===== src/rtl/mem_req_ctrl.sv =====
// Three-lane request controller: each lane owns one SRAM port; request to response takes READ_LAT+2 cycles (errors: 1).
// req_ready only in IDLE; a response is held stable until rsp_ready; a later-lane write to an in-flight write address waits in PEND.
module mem_req_ctrl #(
  parameter int unsigned READ_LAT = 1
) (
  input  logic        clk,
  input  logic        reset,
  input  logic        req_valid_0,
  output logic        req_ready_0,
  input  logic        req_we_0,
  input  logic [31:0] req_addr_0,
  input  logic [31:0] req_wdata_0,
  output logic        rsp_valid_0,
  input  logic        rsp_ready_0,
  output logic [31:0] rsp_rdata_0,
  output logic        rsp_err_0,
  input  logic        req_valid_1,
  output logic        req_ready_1,
  input  logic        req_we_1,
  input  logic [31:0] req_addr_1,
  input  logic [31:0] req_wdata_1,
  output logic        rsp_valid_1,
  input  logic        rsp_ready_1,
  output logic [31:0] rsp_rdata_1,
  output logic        rsp_err_1,
  input  logic        req_valid_2,
  output logic        req_ready_2,
  input  logic        req_we_2,
  input  logic [31:0] req_addr_2,
  input  logic [31:0] req_wdata_2,
  output logic        rsp_valid_2,
  input  logic        rsp_ready_2,
  output logic [31:0] rsp_rdata_2,
  output logic        rsp_err_2,
  output logic        cs,
  output logic        oe_0,
  output logic        we_0,
  output logic [31:0] addr_0,
  output logic [31:0] din_0,
  input  logic [31:0] dout_0,
  output logic        oe_1,
  output logic        we_1,
  output logic [31:0] addr_1,
  output logic [31:0] din_1,
  input  logic [31:0] dout_1,
  output logic        oe_2,
  output logic        we_2,
  output logic [31:0] addr_2,
  output logic [31:0] din_2,
  input  logic [31:0] dout_2
);

  localparam int NL = 3;
  localparam logic [3:0] LAT_M1 = 4'(READ_LAT - 1);

  typedef enum logic [2:0] {
    S_IDLE,
    S_PEND,
    S_ACCESS,
    S_RECOVER,
    S_RESP
  } state_e;

  state_e        state_q     [NL];
  state_e        state_d     [NL];
  logic [NL-1:0] we_q, we_d;
  logic [NL-1:0] err_q, err_d;
  logic [31:0]   addr_q      [NL];
  logic [31:0]   addr_d      [NL];
  logic [31:0]   wdata_q     [NL];
  logic [31:0]   wdata_d     [NL];
  logic [31:0]   rdata_q     [NL];
  logic [31:0]   rdata_d     [NL];
  logic [31:0]   sram_addr_q [NL];
  logic [31:0]   sram_addr_d [NL];
  logic [31:0]   sram_din_q  [NL];
  logic [31:0]   sram_din_d  [NL];
  logic [3:0]    cnt_q       [NL];
  logic [3:0]    cnt_d       [NL];

  logic [NL-1:0] in_valid, in_we, in_rsp_ready;
  logic [31:0]   in_addr  [NL];
  logic [31:0]   in_wdata [NL];
  logic [31:0]   in_dout  [NL];
  logic [NL-1:0] enter_acc;
  logic [NL-1:0] in_access;

  assign in_valid     = {req_valid_2, req_valid_1, req_valid_0};
  assign in_we        = {req_we_2, req_we_1, req_we_0};
  assign in_rsp_ready = {rsp_ready_2, rsp_ready_1, rsp_ready_0};
  assign in_addr[0]   = req_addr_0;
  assign in_addr[1]   = req_addr_1;
  assign in_addr[2]   = req_addr_2;
  assign in_wdata[0]  = req_wdata_0;
  assign in_wdata[1]  = req_wdata_1;
  assign in_wdata[2]  = req_wdata_2;
  assign in_dout[0]   = dout_0;
  assign in_dout[1]   = dout_1;
  assign in_dout[2]   = dout_2;

  // Lanes are evaluated in index order so a higher lane sees what lower lanes are starting this edge.
  always_comb begin
    logic        blocked;
    logic        cand_we;
    logic [31:0] cand_addr;
    enter_acc = '0;
    we_d      = we_q;
    err_d     = err_q;
    for (int x = 0; x < NL; x++) begin
      state_d[x]     = state_q[x];
      addr_d[x]      = addr_q[x];
      wdata_d[x]     = wdata_q[x];
      rdata_d[x]     = rdata_q[x];
      sram_addr_d[x] = sram_addr_q[x];
      sram_din_d[x]  = sram_din_q[x];
      cnt_d[x]       = cnt_q[x];

      cand_we   = (state_q[x] == S_IDLE) ? in_we[x]   : we_q[x];
      cand_addr = (state_q[x] == S_IDLE) ? in_addr[x] : addr_q[x];
      blocked   = 1'b0;
      for (int y = 0; y < x; y++) begin
        if (cand_we &&
            ((((state_q[y] == S_ACCESS) || (state_q[y] == S_RECOVER)) &&
              we_q[y] && (addr_q[y] == cand_addr)) ||
             (enter_acc[y] && we_d[y] && (addr_d[y] == cand_addr)))) begin
          blocked = 1'b1;
        end
      end

      case (state_q[x])
        S_IDLE: begin
          if (in_valid[x]) begin
            we_d[x]    = in_we[x];
            addr_d[x]  = in_addr[x];
            wdata_d[x] = in_wdata[x];
            rdata_d[x] = '0;
            if ((in_addr[x] == 32'd0) || (in_addr[x][1:0] != 2'b00)) begin
              err_d[x]   = 1'b1;
              state_d[x] = S_RESP;
            end else begin
              err_d[x] = 1'b0;
              if (blocked) begin
                state_d[x] = S_PEND;
              end else begin
                state_d[x]   = S_ACCESS;
                enter_acc[x] = 1'b1;
              end
            end
          end
        end
        S_PEND: begin
          if (!blocked) begin
            state_d[x]   = S_ACCESS;
            enter_acc[x] = 1'b1;
          end
        end
        S_ACCESS: begin
          if (cnt_q[x] == 4'd0) begin
            state_d[x] = S_RECOVER;
            rdata_d[x] = we_q[x] ? 32'd0 : in_dout[x];
          end else begin
            cnt_d[x] = cnt_q[x] - 4'd1;
          end
        end
        S_RECOVER: state_d[x] = S_RESP;
        S_RESP: begin
          if (in_rsp_ready[x]) begin
            state_d[x] = S_IDLE;
            rdata_d[x] = '0;
            err_d[x]   = 1'b0;
          end
        end
        default: state_d[x] = S_IDLE;
      endcase

      if (enter_acc[x]) begin
        cnt_d[x]       = LAT_M1;
        sram_addr_d[x] = addr_d[x];
        sram_din_d[x]  = wdata_d[x];
      end
    end
  end

  always_ff @(posedge clk) begin
    if (reset) begin
      we_q  <= '0;
      err_q <= '0;
      for (int i = 0; i < NL; i++) begin
        state_q[i]     <= S_IDLE;
        addr_q[i]      <= '0;
        wdata_q[i]     <= '0;
        rdata_q[i]     <= '0;
        sram_addr_q[i] <= '0;
        sram_din_q[i]  <= '0;
        cnt_q[i]       <= '0;
      end
    end else begin
      we_q  <= we_d;
      err_q <= err_d;
      for (int i = 0; i < NL; i++) begin
        state_q[i]     <= state_d[i];
        addr_q[i]      <= addr_d[i];
        wdata_q[i]     <= wdata_d[i];
        rdata_q[i]     <= rdata_d[i];
        sram_addr_q[i] <= sram_addr_d[i];
        sram_din_q[i]  <= sram_din_d[i];
        cnt_q[i]       <= cnt_d[i];
      end
    end
  end

  for (genvar g = 0; g < NL; g++) begin : g_acc
    assign in_access[g] = (state_q[g] == S_ACCESS);
  end

  assign cs = |in_access;

  assign req_ready_0 = (state_q[0] == S_IDLE);
  assign req_ready_1 = (state_q[1] == S_IDLE);
  assign req_ready_2 = (state_q[2] == S_IDLE);
  assign rsp_valid_0 = (state_q[0] == S_RESP);
  assign rsp_valid_1 = (state_q[1] == S_RESP);
  assign rsp_valid_2 = (state_q[2] == S_RESP);
  assign rsp_rdata_0 = rdata_q[0];
  assign rsp_rdata_1 = rdata_q[1];
  assign rsp_rdata_2 = rdata_q[2];
  assign rsp_err_0   = err_q[0];
  assign rsp_err_1   = err_q[1];
  assign rsp_err_2   = err_q[2];

  assign oe_0   = in_access[0] & ~we_q[0];
  assign we_0   = in_access[0] &  we_q[0];
  assign oe_1   = in_access[1] & ~we_q[1];
  assign we_1   = in_access[1] &  we_q[1];
  assign oe_2   = in_access[2] & ~we_q[2];
  assign we_2   = in_access[2] &  we_q[2];
  assign addr_0 = sram_addr_q[0];
  assign addr_1 = sram_addr_q[1];
  assign addr_2 = sram_addr_q[2];
  assign din_0  = sram_din_q[0];
  assign din_1  = sram_din_q[1];
  assign din_2  = sram_din_q[2];

endmodule


===== config.mk =====
export PLATFORM = sky130hd
export DESIGN_NAME = mem_req_ctrl
export DESIGN_NICKNAME = d
export VERILOG_FILES = /design/src/rtl/mem_req_ctrl.sv
export SDC_FILE = /design/constraint.sdc
export NUM_CORES = 1
export LEC_CHECK = 0
export CAP_MARGIN = 25
export CORE_AREA = 2 2 236 238
export DETAILED_ROUTE_END_ITERATION = 10
export DIE_AREA = 0 0 238 240
export DONT_BUFFER_PORTS = 1
export GPL_TIMING_DRIVEN = 0
export PLACE_DENSITY_LB_ADDON = 0.1
export SETUP_SLACK_MARGIN = 0.5
export SLEW_MARGIN = 15
export SYNTH_ARGS = -nofsm -noshare
export SYNTH_HDL_FRONTEND = slang
export SYNTH_SLANG_ARGS = --single-unit

===== constraint.sdc =====
create_clock -name clk -period 3.9 [get_ports clk]
set_input_delay 0.585 -clock clk [delete_from_list [all_inputs] [get_ports clk]]
set_output_delay 0.585 -clock clk [all_outputs]
set_load 0.05 [all_outputs]

==> flow_metrics.env <==
export IMPL_p_int_mw=12.0
export IMPL_yosysWarnings=0
export IMPL_ys_flop_type="dfxtp_1"
export IMPL_fin_worst_skew_ps=24.6
export IMPL_finalPower_mw=20.0
export IMPL_tightest_slew_ps=1130
export IMPL_num_vias=21100
export IMPL_gp_congestion=1.03
export IMPL_clk_latency_ps=610
export IMPL_swShare_pct=39.8
export IMPL_rsz0062_at_grt="true"
export IMPL_p_sw_mw=7.96
export IMPL_cts_root_buf="clkbuf_16"
export IMPL_min_period_over_period_pct=101
export IMPL_routedWlPerCell_um=29.2
export IMPL_drv_cap=0
export IMPL_place_ws_ps=-1540
export IMPL_first_global_vias=20200
export IMPL_slowest_delay_ps=470
export IMPL_synth_area_per_cell_um2=8.63
export IMPL_syn_inst=2618
export IMPL_worstSetupEndpointType="register"
export IMPL_setup_viol=8
export IMPL_route_met2_wl_mm=47.6
export IMPL_crit_required_ps=4390
export IMPL_pwr_share_seq_pct=37.4
export IMPL_slew_viol_final=0
export IMPL_die_area_mm2=0.0571
export IMPL_worstPathArrival_ps=4430
export IMPL_cpMaxStageDelayCell="nor4_4"
export IMPL_synth_seq_cells=507
export IMPL_hold_violations=0
export IMPL_cp_max_fo=6
export IMPL_critPathKind="reg -> reg"
export IMPL_dp_hpwl_mm=80.1
export IMPL_track_usage_pct=34.7
export IMPL_nets=3106
export IMPL_pwr_share_comb_pct=36.9
export IMPL_synthArstFlopShare_pct=0
export IMPL_path_delay_family="simple AND/OR/NAND/NOR gates"
export IMPL_p_clk_share_pct=25.7
export IMPL_hp_class="in -> reg"
export IMPL_fmax_mhz=254
export IMPL_ys_seq_area_share_pct=44.9
export IMPL_synth_edf_count=0
export IMPL_io_pins=603
export IMPL_htree_levels=2
export IMPL_clk_pin_slew_ps=70
export IMPL_cts_tree="yes"
export IMPL_drt_iter0_drc=1723
export IMPL_fp_coreArea_mm2=0.0547
export IMPL_setup_ws_ps=-37.7
export IMPL_die_w_um=238
export IMPL_crit_chain="or3_4, buf_6, inv_8, buf_16, buf_16, mux2i_4, xnor2_1, nand4_1, nor4_4, and3_1, nand4_1, nor2b_4, buf_6, buf_12, buf_6, buf_6, mux2_4"
export IMPL_initial_core_util_pct=41.4
export IMPL_die_h_um=240
export IMPL_highest_layer="met5"
export IMPL_first_pass_iters=8
export IMPL_drt_drc_violations_left=0
export IMPL_peakVddDrop_uv=397
export IMPL_clk_path_buf_depth=3
export IMPL_clock_sinks=507
export IMPL_layout_min_cycle_time_ps=3940
export IMPL_grt_pass1_wl_mm=144
export IMPL_worst_path_most_repeated_cell="buf_6"
export IMPL_cp_buffers_inverters=8
export IMPL_status="finished, violations left"
export IMPL_drive_gt1_share_pct=18.3
export IMPL_cts_made_buffers=53
export IMPL_wl_met3_mm=10.7
export IMPL_synth_fp_nets=2920
export IMPL_violations="negative setup slack"
export IMPL_crit_path_start_kind="register"
export IMPL_area_delta_synth_final_pct=27.5
export IMPL_power_density_mw_per_mm2=693
export IMPL_rows=86
export IMPL_grt_overflow_total=0
export IMPL_wl_met1_mm=40.8
export IMPL_netlist_cell_type_count=64
export IMPL_antenna_found_initial=4
export IMPL_p_leak_nw=10.9
export IMPL_viasPerCell=5.93
export IMPL_port_buffers=0
export IMPL_slew_headroom_pct=24.5
export IMPL_drt_wl_total_mm=104
export IMPL_synthesis_area_mm2=0.0226
export IMPL_drtAntennaViolNets=0
export IMPL_grt_start_max_net_pins=15
flip-flops by register name (all words and copies together), names as in the netlist:
| name | count |
|---|---|
| rdata_q | 96 |
| state_q | 9 |
| sram_din_q | 96 |
| sram_addr_q | 96 |
| wdata_q | 96 |
| we_q | 3 |
| cnt_q | 12 |
| err_q | 3 |
| addr_q | 96 |
worst register-to-register path: cells and delay by family (launching register included):
kind                      cells  cell delay [ps]
DFF                           1              360
xor gates and xnor gates      1              170
and+or+nand+nor               6             1590
muxes                         2              660
buffers and inverters         8             1030
power by group through the flow:
stage / Sequential, mW / Clock [mW] / Combinational (mW)
final: 7.48 / 5.14 / 7.37
after global routing: 7.51 / 5.43 / 7.70
after CTS: 7.45 / 5.21 / 6.95
after detailed placement: 7.51 / 0 / 5.26
after global placement: 7.50 / 0 / 5.19
after floorplan: 7.16 / 0 / 3.71
placed cells by master, fill, tap and decap left out, types with 15 or more instances in the layout:
master     count
buf_12        24
o22a_1        70
nor3_1        20
nand2_1      395
nor4_1        47
clkbuf_2      17
nand4_1       46
buf_4         83
nor2_1       153
nand2_4       20
mux2i_1       44
a211oi_1      35
o21ai_0       21
inv_1         55
a21oi_1      252
clkbuf_1     116
mux2i_2       17
xnor2_1      115
o21ai_2       22
xor2_1        34
nand3b_1      28
buf_6         33
nor3b_1       46
nor2b_1       87
mux2i_4       65
buf_1         15
o22ai_1       16
clkbuf_16     64
nand2b_1      41
mux2_4        58
dfxtp_1      500
nand3_1      105
routing by layer:
metal	vias to the layer above	track usage, %
met5	-	0
met4	2	14.5
met3	238	9.43
met2	1099	56.7
met1	10200	43.3
li1	9485	-
Yosys cell counts (all sizes together), types with 50 or more instances:
library cell | n | area share (%)
nand3 | 105 | 2.3
buf | 50 | 1.2
mux2 | 64 | 3.5
nor4 | 54 | 1.5
nor2 | 155 | 2.6
mux2i | 126 | 5.6
nand2 | 421 | 7.0
clkbuf | 133 | 2.2
xnor2 | 117 | 4.5
inv | 56 | 0.94
o22a | 70 | 2.7
dfxtp | 507 | 45
a21oi | 254 | 5.6
nor2b | 88 | 2.4
layout make-up:
class                           instances  area, um^2
Sequential cell                       507       10200
Antenna cell                            6        15.0
Tap cell                              704         881
Clock inverter                         20         253
Buffer                                183        1300
Fill cell                            5116       25800
Inverter                               57         234
Clock buffer                           75        1500
Timing Repair Buffer                  131        1470
Multi-Input combinational cell       1871       13000
kinds of logic after synthesis:
family | after synthesis | share of synthesized area (%)
flops | 507 | 44.9
buf+inv | 240 | 4.37
mux | 190 | 9.07
xor+xnor | 152 | 5.89
fa+ha+maj | 3 | 0.166
compound gates | 479 | 13.2
simple gates | 1047 | 22.4
final timing paths:
check | startpoint | endpoint | slack, ps | cells past startpoint
setup / recovery | state_q[0][8]$_SDFFE_PP0P_ | sram_din_q[0][67]$_SDFFE_PP0P_ | -40 | 17
hold / removal | dout_0[30] | rdata_q[0][30]$_SDFFE_PP0P_ | 120 | 2
setup reg to reg | state_q[0][8]$_SDFFE_PP0P_ | sram_din_q[0][67]$_SDFFE_PP0P_ | -40 | 17
hold reg to reg | wdata_q[0][32]$_SDFF_PP0_ | wdata_q[0][32]$_SDFF_PP0_ | 460 | 2
through the flow:
step	instance area (um^2)	utilization [%]	TNS, ps	instances	hold WS [ps]
after global routing	28800	52.7	-176	3551	104
after detailed placement	23700	43.3	-157510	3332	451
final	28800	52.7	-97.1	3554	123
after global placement	23600	43.1	-256710	3322	442
after floorplan	22700	-	0	2618	435
after CTS	28100	51.5	-13.9	3524	94.8
what timing repair did:
action,4_1_cts,5_1_grt
hold buffers,0,0
pin swaps,48,37
gates resized for setup,409,123
setup buffers,81,20
gates cloned,16,4
setup endpoints to repair,214,183
(Power assumes the default switching activity.)
